File: config.mk
export PLATFORM = sky130hd
export DESIGN_NAME = int_rs_issue
export DESIGN_NICKNAME = d
export VERILOG_FILES = /design/src/rtl/int_rs_issue.sv
export SDC_FILE = /design/constraint.sdc
export NUM_CORES = 1
export LEC_CHECK = 0
export ABC_AREA = 1
export CORE_AREA = 2 2 222 224
export CTS_CLUSTER_SIZE = 20
export DETAILED_ROUTE_END_ITERATION = 10
export DIE_AREA = 0 0 224 226
export GPL_TIMING_DRIVEN = 0
export PLACE_DENSITY = 0.78
export SETUP_SLACK_MARGIN = 0.2
export SLEW_MARGIN = 30
export SYNTH_ARGS = -nofsm -noshare
export SYNTH_HDL_FRONTEND = slang
export SYNTH_SLANG_ARGS = --single-unit
export TNS_END_PERCENT = 20
File: constraint.sdc
create_clock -name clk -period 12.78 [get_ports clk]
set_clock_uncertainty 0.2 [all_clocks]
set_input_delay 1.917 -clock clk [delete_from_list [all_inputs] [get_ports clk]]
set_output_delay 1.917 -clock clk [all_outputs]
set_load 0.01 [all_outputs]
File: src/rtl/int_rs_issue.sv
// Integer reservation station: collapsing age-ordered queue that wakes operands
// from the completion broadcast and issues the oldest ready op, one per cycle.
module int_rs_issue #(
    parameter int ENTRIES = 4,
    parameter int CNT_W   = 3
) (
    input  logic             clk,
    input  logic             reset,
    input  logic             flush,
    input  logic             dispatch_valid,
    output logic             dispatch_ready,
    input  logic [3:0]       in_aluop,
    input  logic [4:0]       in_rd,
    input  logic [31:0]      in_op1,
    input  logic [31:0]      in_op2,
    input  logic             in_op1_valid,
    input  logic             in_op2_valid,
    input  logic [4:0]       in_op1_tag,
    input  logic [4:0]       in_op2_tag,
    input  logic             cdb_valid,
    input  logic [4:0]       cdb_tag,
    input  logic [31:0]      cdb_value,
    input  logic             issue_stall,
    output logic             issue_start,
    output logic [75:0]      issue_rs,
    output logic [CNT_W-1:0] count
);

    logic [3:0]       aluop_q   [ENTRIES];
    logic [4:0]       rd_q      [ENTRIES];
    logic [31:0]      op1_q     [ENTRIES];
    logic [31:0]      op2_q     [ENTRIES];
    logic             op1_v_q   [ENTRIES];
    logic             op2_v_q   [ENTRIES];
    logic [4:0]       op1_tag_q [ENTRIES];
    logic [4:0]       op2_tag_q [ENTRIES];
    logic [CNT_W-1:0] count_q;
    logic             start_q;
    logic [75:0]      rs_q;

    logic [3:0]       aluop_d   [ENTRIES];
    logic [4:0]       rd_d      [ENTRIES];
    logic [31:0]      op1_d     [ENTRIES];
    logic [31:0]      op2_d     [ENTRIES];
    logic             op1_v_d   [ENTRIES];
    logic             op2_v_d   [ENTRIES];
    logic [4:0]       op1_tag_d [ENTRIES];
    logic [4:0]       op2_tag_d [ENTRIES];
    logic [CNT_W-1:0] count_d;
    logic             start_d;
    logic [75:0]      rs_d;

    // Post-wakeup view of every slot; the extra top element feeds the shift of the last slot.
    logic [3:0]       w_aluop   [ENTRIES+1];
    logic [4:0]       w_rd      [ENTRIES+1];
    logic [31:0]      w_op1     [ENTRIES+1];
    logic [31:0]      w_op2     [ENTRIES+1];
    logic             w_op1_v   [ENTRIES+1];
    logic             w_op2_v   [ENTRIES+1];
    logic [4:0]       w_op1_tag [ENTRIES+1];
    logic [4:0]       w_op2_tag [ENTRIES+1];

    logic             sel_found_s;
    logic [CNT_W-1:0] sel_idx_s;
    logic [75:0]      sel_rs_s;
    logic             issue_fire_s;
    logic             dispatch_fire_s;
    logic             cdb_hit_s;
    logic [CNT_W-1:0] wr_idx_s;
    logic             in_op1_v_s;
    logic             in_op2_v_s;
    logic [31:0]      in_op1_val_s;
    logic [31:0]      in_op2_val_s;

    assign dispatch_ready  = (count_q != CNT_W'(ENTRIES));
    assign issue_start     = start_q;
    assign issue_rs        = rs_q;
    assign count           = count_q;
    assign dispatch_fire_s = dispatch_valid & dispatch_ready;
    assign cdb_hit_s       = cdb_valid & (cdb_tag != 5'd0);
    assign issue_fire_s    = sel_found_s & ~issue_stall;

    // Oldest-ready selection on registered state; descending scan lets the lowest index win.
    always_comb begin
        sel_found_s = 1'b0;
        sel_idx_s   = '0;
        sel_rs_s    = 76'd0;
        for (int i = ENTRIES - 1; i >= 0; i--) begin
            if ((CNT_W'(i) < count_q) && op1_v_q[i] && op2_v_q[i]) begin
                sel_found_s = 1'b1;
                sel_idx_s   = CNT_W'(i);
                sel_rs_s    = {aluop_q[i], rd_q[i], 3'b000, op1_q[i], op2_q[i]};
            end else begin
                sel_found_s = sel_found_s;
            end
        end
    end

    // Operand wakeup from the completion broadcast, applied before any shifting.
    always_comb begin
        for (int i = 0; i < ENTRIES; i++) begin
            w_aluop[i]   = aluop_q[i];
            w_rd[i]      = rd_q[i];
            w_op1_tag[i] = op1_tag_q[i];
            w_op2_tag[i] = op2_tag_q[i];
            w_op1[i]     = op1_q[i];
            w_op2[i]     = op2_q[i];
            w_op1_v[i]   = op1_v_q[i];
            w_op2_v[i]   = op2_v_q[i];
            if (cdb_hit_s && (CNT_W'(i) < count_q) && !op1_v_q[i] && (op1_tag_q[i] == cdb_tag)) begin
                w_op1[i]   = cdb_value;
                w_op1_v[i] = 1'b1;
            end else begin
                w_op1_v[i] = op1_v_q[i];
            end
            if (cdb_hit_s && (CNT_W'(i) < count_q) && !op2_v_q[i] && (op2_tag_q[i] == cdb_tag)) begin
                w_op2[i]   = cdb_value;
                w_op2_v[i] = 1'b1;
            end else begin
                w_op2_v[i] = op2_v_q[i];
            end
        end
        w_aluop[ENTRIES]   = 4'd0;
        w_rd[ENTRIES]      = 5'd0;
        w_op1[ENTRIES]     = 32'd0;
        w_op2[ENTRIES]     = 32'd0;
        w_op1_v[ENTRIES]   = 1'b0;
        w_op2_v[ENTRIES]   = 1'b0;
        w_op1_tag[ENTRIES] = 5'd0;
        w_op2_tag[ENTRIES] = 5'd0;
    end

    // Incoming operands can be satisfied by a broadcast in the same cycle.
    always_comb begin
        in_op1_v_s   = in_op1_valid;
        in_op2_v_s   = in_op2_valid;
        in_op1_val_s = in_op1;
        in_op2_val_s = in_op2;
        if (!in_op1_valid && cdb_hit_s && (in_op1_tag == cdb_tag)) begin
            in_op1_v_s   = 1'b1;
            in_op1_val_s = cdb_value;
        end else begin
            in_op1_v_s   = in_op1_valid;
        end
        if (!in_op2_valid && cdb_hit_s && (in_op2_tag == cdb_tag)) begin
            in_op2_v_s   = 1'b1;
            in_op2_val_s = cdb_value;
        end else begin
            in_op2_v_s   = in_op2_valid;
        end
    end

    // Collapse above the issued slot, place the new op, update count and issue register.
    always_comb begin
        wr_idx_s = issue_fire_s ? (count_q - CNT_W'(1)) : count_q;
        for (int i = 0; i < ENTRIES; i++) begin
            if (issue_fire_s && (CNT_W'(i) >= sel_idx_s)) begin
                aluop_d[i]   = w_aluop[i+1];
                rd_d[i]      = w_rd[i+1];
                op1_d[i]     = w_op1[i+1];
                op2_d[i]     = w_op2[i+1];
                op1_v_d[i]   = w_op1_v[i+1];
                op2_v_d[i]   = w_op2_v[i+1];
                op1_tag_d[i] = w_op1_tag[i+1];
                op2_tag_d[i] = w_op2_tag[i+1];
            end else begin
                aluop_d[i]   = w_aluop[i];
                rd_d[i]      = w_rd[i];
                op1_d[i]     = w_op1[i];
                op2_d[i]     = w_op2[i];
                op1_v_d[i]   = w_op1_v[i];
                op2_v_d[i]   = w_op2_v[i];
                op1_tag_d[i] = w_op1_tag[i];
                op2_tag_d[i] = w_op2_tag[i];
            end
            if (dispatch_fire_s && (CNT_W'(i) == wr_idx_s)) begin
                aluop_d[i]   = in_aluop;
                rd_d[i]      = in_rd;
                op1_d[i]     = in_op1_val_s;
                op2_d[i]     = in_op2_val_s;
                op1_v_d[i]   = in_op1_v_s;
                op2_v_d[i]   = in_op2_v_s;
                op1_tag_d[i] = in_op1_tag;
                op2_tag_d[i] = in_op2_tag;
            end else begin
                aluop_d[i]   = aluop_d[i];
            end
            if (flush) begin
                op1_v_d[i] = 1'b0;
                op2_v_d[i] = 1'b0;
            end else begin
                op1_v_d[i] = op1_v_d[i];
            end
        end
        count_d = count_q + CNT_W'(dispatch_fire_s) - CNT_W'(issue_fire_s);
        start_d = issue_fire_s;
        rs_d    = issue_fire_s ? sel_rs_s : rs_q;
        if (flush) begin
            count_d = '0;
            start_d = 1'b0;
            rs_d    = 76'd0;
        end else begin
            start_d = start_d;
        end
    end

    // State registers.
    always_ff @(posedge clk or posedge reset) begin
        if (reset) begin
            count_q <= '0;
            start_q <= 1'b0;
            rs_q    <= 76'd0;
            for (int i = 0; i < ENTRIES; i++) begin
                aluop_q[i]   <= 4'd0;
                rd_q[i]      <= 5'd0;
                op1_q[i]     <= 32'd0;
                op2_q[i]     <= 32'd0;
                op1_v_q[i]   <= 1'b0;
                op2_v_q[i]   <= 1'b0;
                op1_tag_q[i] <= 5'd0;
                op2_tag_q[i] <= 5'd0;
            end
        end else begin
            count_q <= count_d;
            start_q <= start_d;
            rs_q    <= rs_d;
            for (int i = 0; i < ENTRIES; i++) begin
                aluop_q[i]   <= aluop_d[i];
                rd_q[i]      <= rd_d[i];
                op1_q[i]     <= op1_d[i];
                op2_q[i]     <= op2_d[i];
                op1_v_q[i]   <= op1_v_d[i];
                op2_v_q[i]   <= op2_v_d[i];
                op1_tag_q[i] <= op1_tag_d[i];
                op2_tag_q[i] <= op2_tag_d[i];
            end
        end
    end

endmodule

# Word-level counts from Yosys, hierarchy flattened
# Cells that the tools add are included.
# op_classes
add_sub_neg	3
magnitude_cmp	8
n_eq_ne	14
muxes	107
bitwise_logic	4
reduce_logical	61
# ops
op	n
$mux 32	26
$mux 76	6
$mux 5	22
$eq 5x5->1	10
$logic_and 1x1->1	40
$mux 1	39
$mux 4	8
$mux 3	5
$logic_not 1->1	10
$reduce_bool 2->1	5
$reduce_bool 4->1	2
$eq 2x3->1 const A	2
$ge 1x3->1 const A	2
$ge 2x3->1 const A	2
$lt 1x3->1 const A	2
$lt 2x3->1 const A	2
$reduce_bool 3->1	2
$reduce_bool 5->1	1
$add 3x1->3	1
$and 1x1->1	3
$eq 1x3->1 const A	1
$logic_not 3->1	1
$ne 3x3->1 const B	1
$sub 3x1->3	1
other kinds (3)	3
# word_totals
register_bits	420
in_bits	128
output_inout_bits	81
word_cells	232

# Depth between registers and ports, before layout
# depth
word_depth	13
mapped_depth	18
mapped_depth_nobuf	16

# Worst setup path before layout
# Ideal clock, no wire load.
# synth_timing
path_kind	input to register
from	input port cdb_tag[2]
to	register op2_q[105] (netlist name)
setup_time_ns	0.117
arrival_ns	3.397
required_ns	12.463
setup_slack_ns	9.067
path_stages	14
n_path_buf	3
cell_sequence	buf_2 > nor2_1 > nand3_1 > nand2_1 > nor2_1 > buf_2 > buf_1 > nand4_1 > nand3_1 > nand2_1 > nand2_1 > nand2_1 > nand2_1 > nand2_1
# synth_between
elab_chain_len	8
word_cells_on_any_way	18
classes_between	3 x eq/ne; 4 x mux; 1 x bitwise; 10 x reduce/logical
# synth_lines
element	line	text
start, declared	21	input logic [4:0] cdb_tag,
$reduce_bool 5->1	80	assign cdb_hit_s = cdb_valid & (cdb_tag != 5'd0);
$and 1x1->1	80	
$logic_and 1x1->1 (3 in a row)	116	if (cdb_hit_s && (CNT_W'(i) < count_q) && !op2_v_q[i] && (op2_tag_q[i] == cdb_tag)) begin
$mux 32	116	
$mux 32	157	if (issue_fire_s && (CNT_W'(i) >= sel_idx_s)) begin
$mux 32	176	if (dispatch_fire_s && (CNT_W'(i) == wr_idx_s)) begin
end signal, assigned by index	231	op2_q[i] <= op2_d[i];
end, declared	32	logic [31:0] op2_q [ENTRIES];
# Parallel ways exist; a longest one is shown, timed or not.
# A chain may end at the register's enable or synchronous reset.

# Worst setup path after layout
# layout_timing
from	input port cdb_tag[3]
to	register op2_q[105] (netlist name)
# Same word-level chain as after synthesis.

==> reports/qor.txt <==
STATUS
-----------------------------------------------------------------------------------------------------------------
Outcome                                                                                              finished, final reports clean

SYNTHESIS
-----------------------------------------------------------------------------------------------------------------
Portion of the post-synthesis area used by sequential elements                                              0.406
Synth warnings                                                                                                  0
Most frequently used cell type in the post-synthesis netlist                                         sky130_fd_sc_hd__nand2_1
Largest family of logic cells by synthesized area                                                    simple AND/OR/NAND/NOR gates
Number of enable-type register cells in the synthesized netlist                                                 0
Async S/R FF share, synth                                                                                    1.00
Share of the synthesized netlist area taken by xor and xnor gates                                         0.00818
List of most frequent post-synthesis cells                                                           1,583 x sky130_fd_sc_hd__nand2_1, 417 x sky130_fd_sc_hd__dfrtp_1, 403 x sky130_fd_sc_hd__o21ai_0, 338 x sky130_fd_sc_hd__nand3_1, 271 x sky130_fd_sc_hd__inv_1
Compound-Gate Fraction of Synth Area                                                                        0.150
Most area-consuming cells after synthesis                                                            sky130_fd_sc_hd__dfrtp_1 41%, sky130_fd_sc_hd__nand2_1 23%, sky130_fd_sc_hd__o21ai_0 7.9%, sky130_fd_sc_hd__nand3_1 6.6%, sky130_fd_sc_hd__inv_1 4.0%
Simple-Gate Fraction of Synth Area                                                                          0.339
Cell area after technology mapping                                                                     25,700 um2
Multiplexer share of the synthesized area                                                                       0
Register bit count reported by yosys                                                                          417
Mean Syn Cell Area                                                                                       6.64 um2
Area fraction of the dominant cell type after synthesis                                                     0.406
Arithmetic-cell share of the synthesized area counting full adders, half adders and majority gates        0.00468
Dominant synthesized flop cell                                                                       sky130_fd_sc_hd__dfrtp_1
Number of instances in the synthesized netlist                                                              3,865
Number of library cell types mapped by synthesis                                                               35
Yosys top cell by area                                                                               sky130_fd_sc_hd__dfrtp_1

PLACED DESIGN
-----------------------------------------------------------------------------------------------------------------
DP HPWL                                                                                                 81,100 um
Worst Setup Slack post-DPL                                                                                6.98 ns
RD Place Congestion                                                                                          1.02
Input/output buffers                                                                                          202

POWER
-----------------------------------------------------------------------------------------------------------------
Cell area power density                                                                                196 nW/um2
Static leakage                                                                                            15.2 nW
Worst-case vdd ir drop                                                                                 0.000115 V

FINAL LAYOUT
-----------------------------------------------------------------------------------------------------------------
P&R area growth vs syn                                                                                      18.6%
Net count reported at finish                                                                                4,271
Share of final-layout standard cells stronger than drive strength 1                                        0.0547
FILL cells                                                                                                  4,464

DETAILED ROUTING
-----------------------------------------------------------------------------------------------------------------
DRC errors left                                                                                                 0
Number of nets with antenna violations after detailed routing                                                   0
Total number of vias                                                                                       28,700
Violation count after the first detailed-routing iteration                                                  3,813
Routed WL per cell                                                                                        22.9 um
Routed wire length                                                                                     110,000 um
Number of detailed-route iterations in the first pass                                                           8
Number of vias per cell after detailed routing                                                               5.98

GLOBAL ROUTE
-----------------------------------------------------------------------------------------------------------------
Maximum number of pins on one net before global-route repair                                                   32
Total global routing track utilization                                                                      0.431
Number of global-route vias before repair                                                                  26,900
Antenna violations before repair                                                                                2
Overflow left after global routing                                                                              0
First-pass GRT wire length                                                                             163,000 um

TIMING
-----------------------------------------------------------------------------------------------------------------
Hold Fails Final Rpt                                                                                            0
Final worst path period need                                                                              5.53 ns
Total of endpoints with negative setup slack in the final report                                                0
Transition time at the pin with the least slew margin                                                     1.14 ns
Worst slew margin                                                                                           0.241
Final count of pins violating max slew                                                                          0
RSZ-0062 raised after global routing                                                                           no
Fmax                                                                                                    0.181 GHz
Post-route setup slack                                                                                    7.25 ns
Setup Total Neg Slack                                                                                        0 ns
Post-route clock period utilization                                                                         0.433

DIE
-----------------------------------------------------------------------------------------------------------------
Row count                                                                                                      81
Horiz. Die Dim                                                                                             224 um
Placeable core region                                                                                  48,300 um2
Vertical die dimension                                                                                     226 um
Effective utilization at floorplan                                                                          0.531
I/O pin cnt                                                                                                   209
Die footprint                                                                                          50,600 um2

WORST SETUP PATH
-----------------------------------------------------------------------------------------------------------------
Type of the worst setup path                                                                         primary input to flop
Kind of end point of the critical path                                                                       flop
Critical-path maximum fanout                                                                                   10
Arrival time of the worst setup path                                                                      5.83 ns
Data required time at the worst endpoint                                                                 13.07 ns
Kind of launch point of the worst setup path                                                         primary input

CLOCK NETWORK
-----------------------------------------------------------------------------------------------------------------
Number of instances resized during post-cts repair                                                              0
Clk Tree Root Cell                                                                                   sky130_fd_sc_hd__clkbuf_16
Number of clock sinks                                                                                         417
Clock tree from TritonCTS                                                                                   built
TritonCTS Buffers                                                                                              47
H-tree depth                                                                                                    2
Worst-case clock buffer depth                                                                                   3
CTS Hold Buffers Added                                                                                          0
Clock-pin slew on the worst setup and hold paths                                                          0.06 ns
Setup Fix Bufs, Post-CTS                                                                                        0
Source-to-sink clock delay at the later pin of the worst-skew pair                                        0.61 ns

MIN PATH
-----------------------------------------------------------------------------------------------------------------
Type of the worst min-delay path                                                                     flop to flop

FLOW RUN
-----------------------------------------------------------------------------------------------------------------
Maxcap violations                                                                                               0

sequential cells by signal (all words and copies together) (netlist names), 4 cells and up:
register	flops
op1_q	128
op2_q	128
aluop_q	16
issue_rs	73
rd_q	20
op2_tag_q	20
op2_v_q	4
op1_tag_q	20
op1_v_q	4
stage by stage:
step | total power [mW] | hold WS [ns] | instances | utilization | instance area (um2)
2_1_floorplan | 3.67 | 0.244 | 3867 | - | 25700
3_3_place_gp | 4.33 | 0.257 | 4691 | 0.589 | 28500
3_5_place_dp | 4.40 | 0.260 | 4707 | 0.597 | 28900
4_1_cts | 5.84 | 0.275 | 4792 | 0.630 | 30500
5_1_grt | 6.31 | 0.286 | 4792 | 0.630 | 30500
6_report | 5.96 | 0.272 | 4794 | 0.630 | 30500
report_power, final:
part | internal (mW) | total (mW) | leakage (nW) | switching [mW]
Sequential | 1.84 | 2.07 | 5.19 | 0.226
Clock | 0.862 | 1.45 | 0.785 | 0.585
Combinational | 0.753 | 2.44 | 9.20 | 1.69
cell families (layout without fill, tap and decap cells):
| logic type | after synthesis | in the layout |
|---|---|---|
| XOR/XNOR | 24 | 24 |
| flip-flops | 417 | 417 |
| adder cells (fa/ha/maj) | 9 | 9 |
| other | 1 | 5 |
| buffers and inverters | 574 | 877 |
| AND/OR/NAND/NOR | 2115 | 2115 |
| AO/OA/AOI/OAI | 725 | 725 |
cell type report:
cell class / count / area, um2 / area share
repair buffers: 218 / 2370 / 0.0779
clock buffers: 73 / 1380 / 0.0454
inverters: 286 / 1080 / 0.0354
well taps: 622 / 778 / 0.0255
diodes: 2 / 5.00 / 0.000164
multi-input cells: 2876 / 12900 / 0.424
flip-flops and latches: 417 / 10400 / 0.343
clock inverters: 12 / 214 / 0.00702
plain buffers: 288 / 1290 / 0.0425
critical path, stage by stage:
cell and delay [ns]:
sky130_fd_sc_hd__clkdlybuf4s50_1 0.51, sky130_fd_sc_hd__buf_2 0.28, sky130_fd_sc_hd__inv_1 0.19, sky130_fd_sc_hd__nand2_1 0.10, sky130_fd_sc_hd__nand3_1 0.08, sky130_fd_sc_hd__nor2_1 0.85, sky130_fd_sc_hd__nand3_1 0.86, sky130_fd_sc_hd__buf_2 0.43
sky130_fd_sc_hd__nand2_1 0.15, sky130_fd_sc_hd__nand2_1 0.14, sky130_fd_sc_hd__nand3_1 0.11, sky130_fd_sc_hd__nand2_1 0.10, sky130_fd_sc_hd__nand2_1 0.07, sky130_fd_sc_hd__nand2_1 0.05
final timing paths:
kind	start	to	slack, ns	depth (start not counted)
worst min-delay path	op1_q[117]$_DFFE_PP0P_	op1_q[117]$_DFFE_PP0P_	0.27	2
min in group asynchronous	reset	issue_rs[60]$_DFFE_PP0P_	1.52	2
worst max-delay path	cdb_tag[3]	op2_q[105]$_DFFE_PP0P_	7.25	14
max in group asynchronous	reset	op2_q[109]$_DFFE_PP0P_	9.47	7
worst min register to register	op1_q[117]$_DFFE_PP0P_	op1_q[117]$_DFFE_PP0P_	0.27	2
worst max register to register	count[1]$_DFF_PP0_	op1_q[123]$_DFFE_PP0P_	8.29	17
layer usage:
metal / vias to the layer above / GRT usage / share of wire
met4: 0 / 0.232 / 0.060
met3: 413 / 0.146 / 0.14
li1: 13100 / - / -
met5: - / 0 / 0
met2: 2043 / 0.624 / 0.41
met1: 13100 / 0.567 / 0.38
cell usage in the layout, fill, tap and decap left out, types with 32 or more instances in the layout:
master                               n
sky130_fd_sc_hd__nand3_1           338
sky130_fd_sc_hd__o21ai_0           403
sky130_fd_sc_hd__nand4_1           102
sky130_fd_sc_hd__nand2_1          1583
sky130_fd_sc_hd__inv_1             270
sky130_fd_sc_hd__o221ai_1           32
sky130_fd_sc_hd__nor2_1             72
sky130_fd_sc_hd__buf_2              73
sky130_fd_sc_hd__clkbuf_16          47
sky130_fd_sc_hd__clkbuf_1          178
sky130_fd_sc_hd__clkdlybuf4s50_1   202
sky130_fd_sc_hd__dfrtp_1           417
sky130_fd_sc_hd__o211ai_1           32
sky130_fd_sc_hd__a21oi_1           136
sky130_fd_sc_hd__o21ai_1           114
sky130_fd_sc_hd__buf_4              32
No activity file was read; power rests on OpenSTA's default activity.
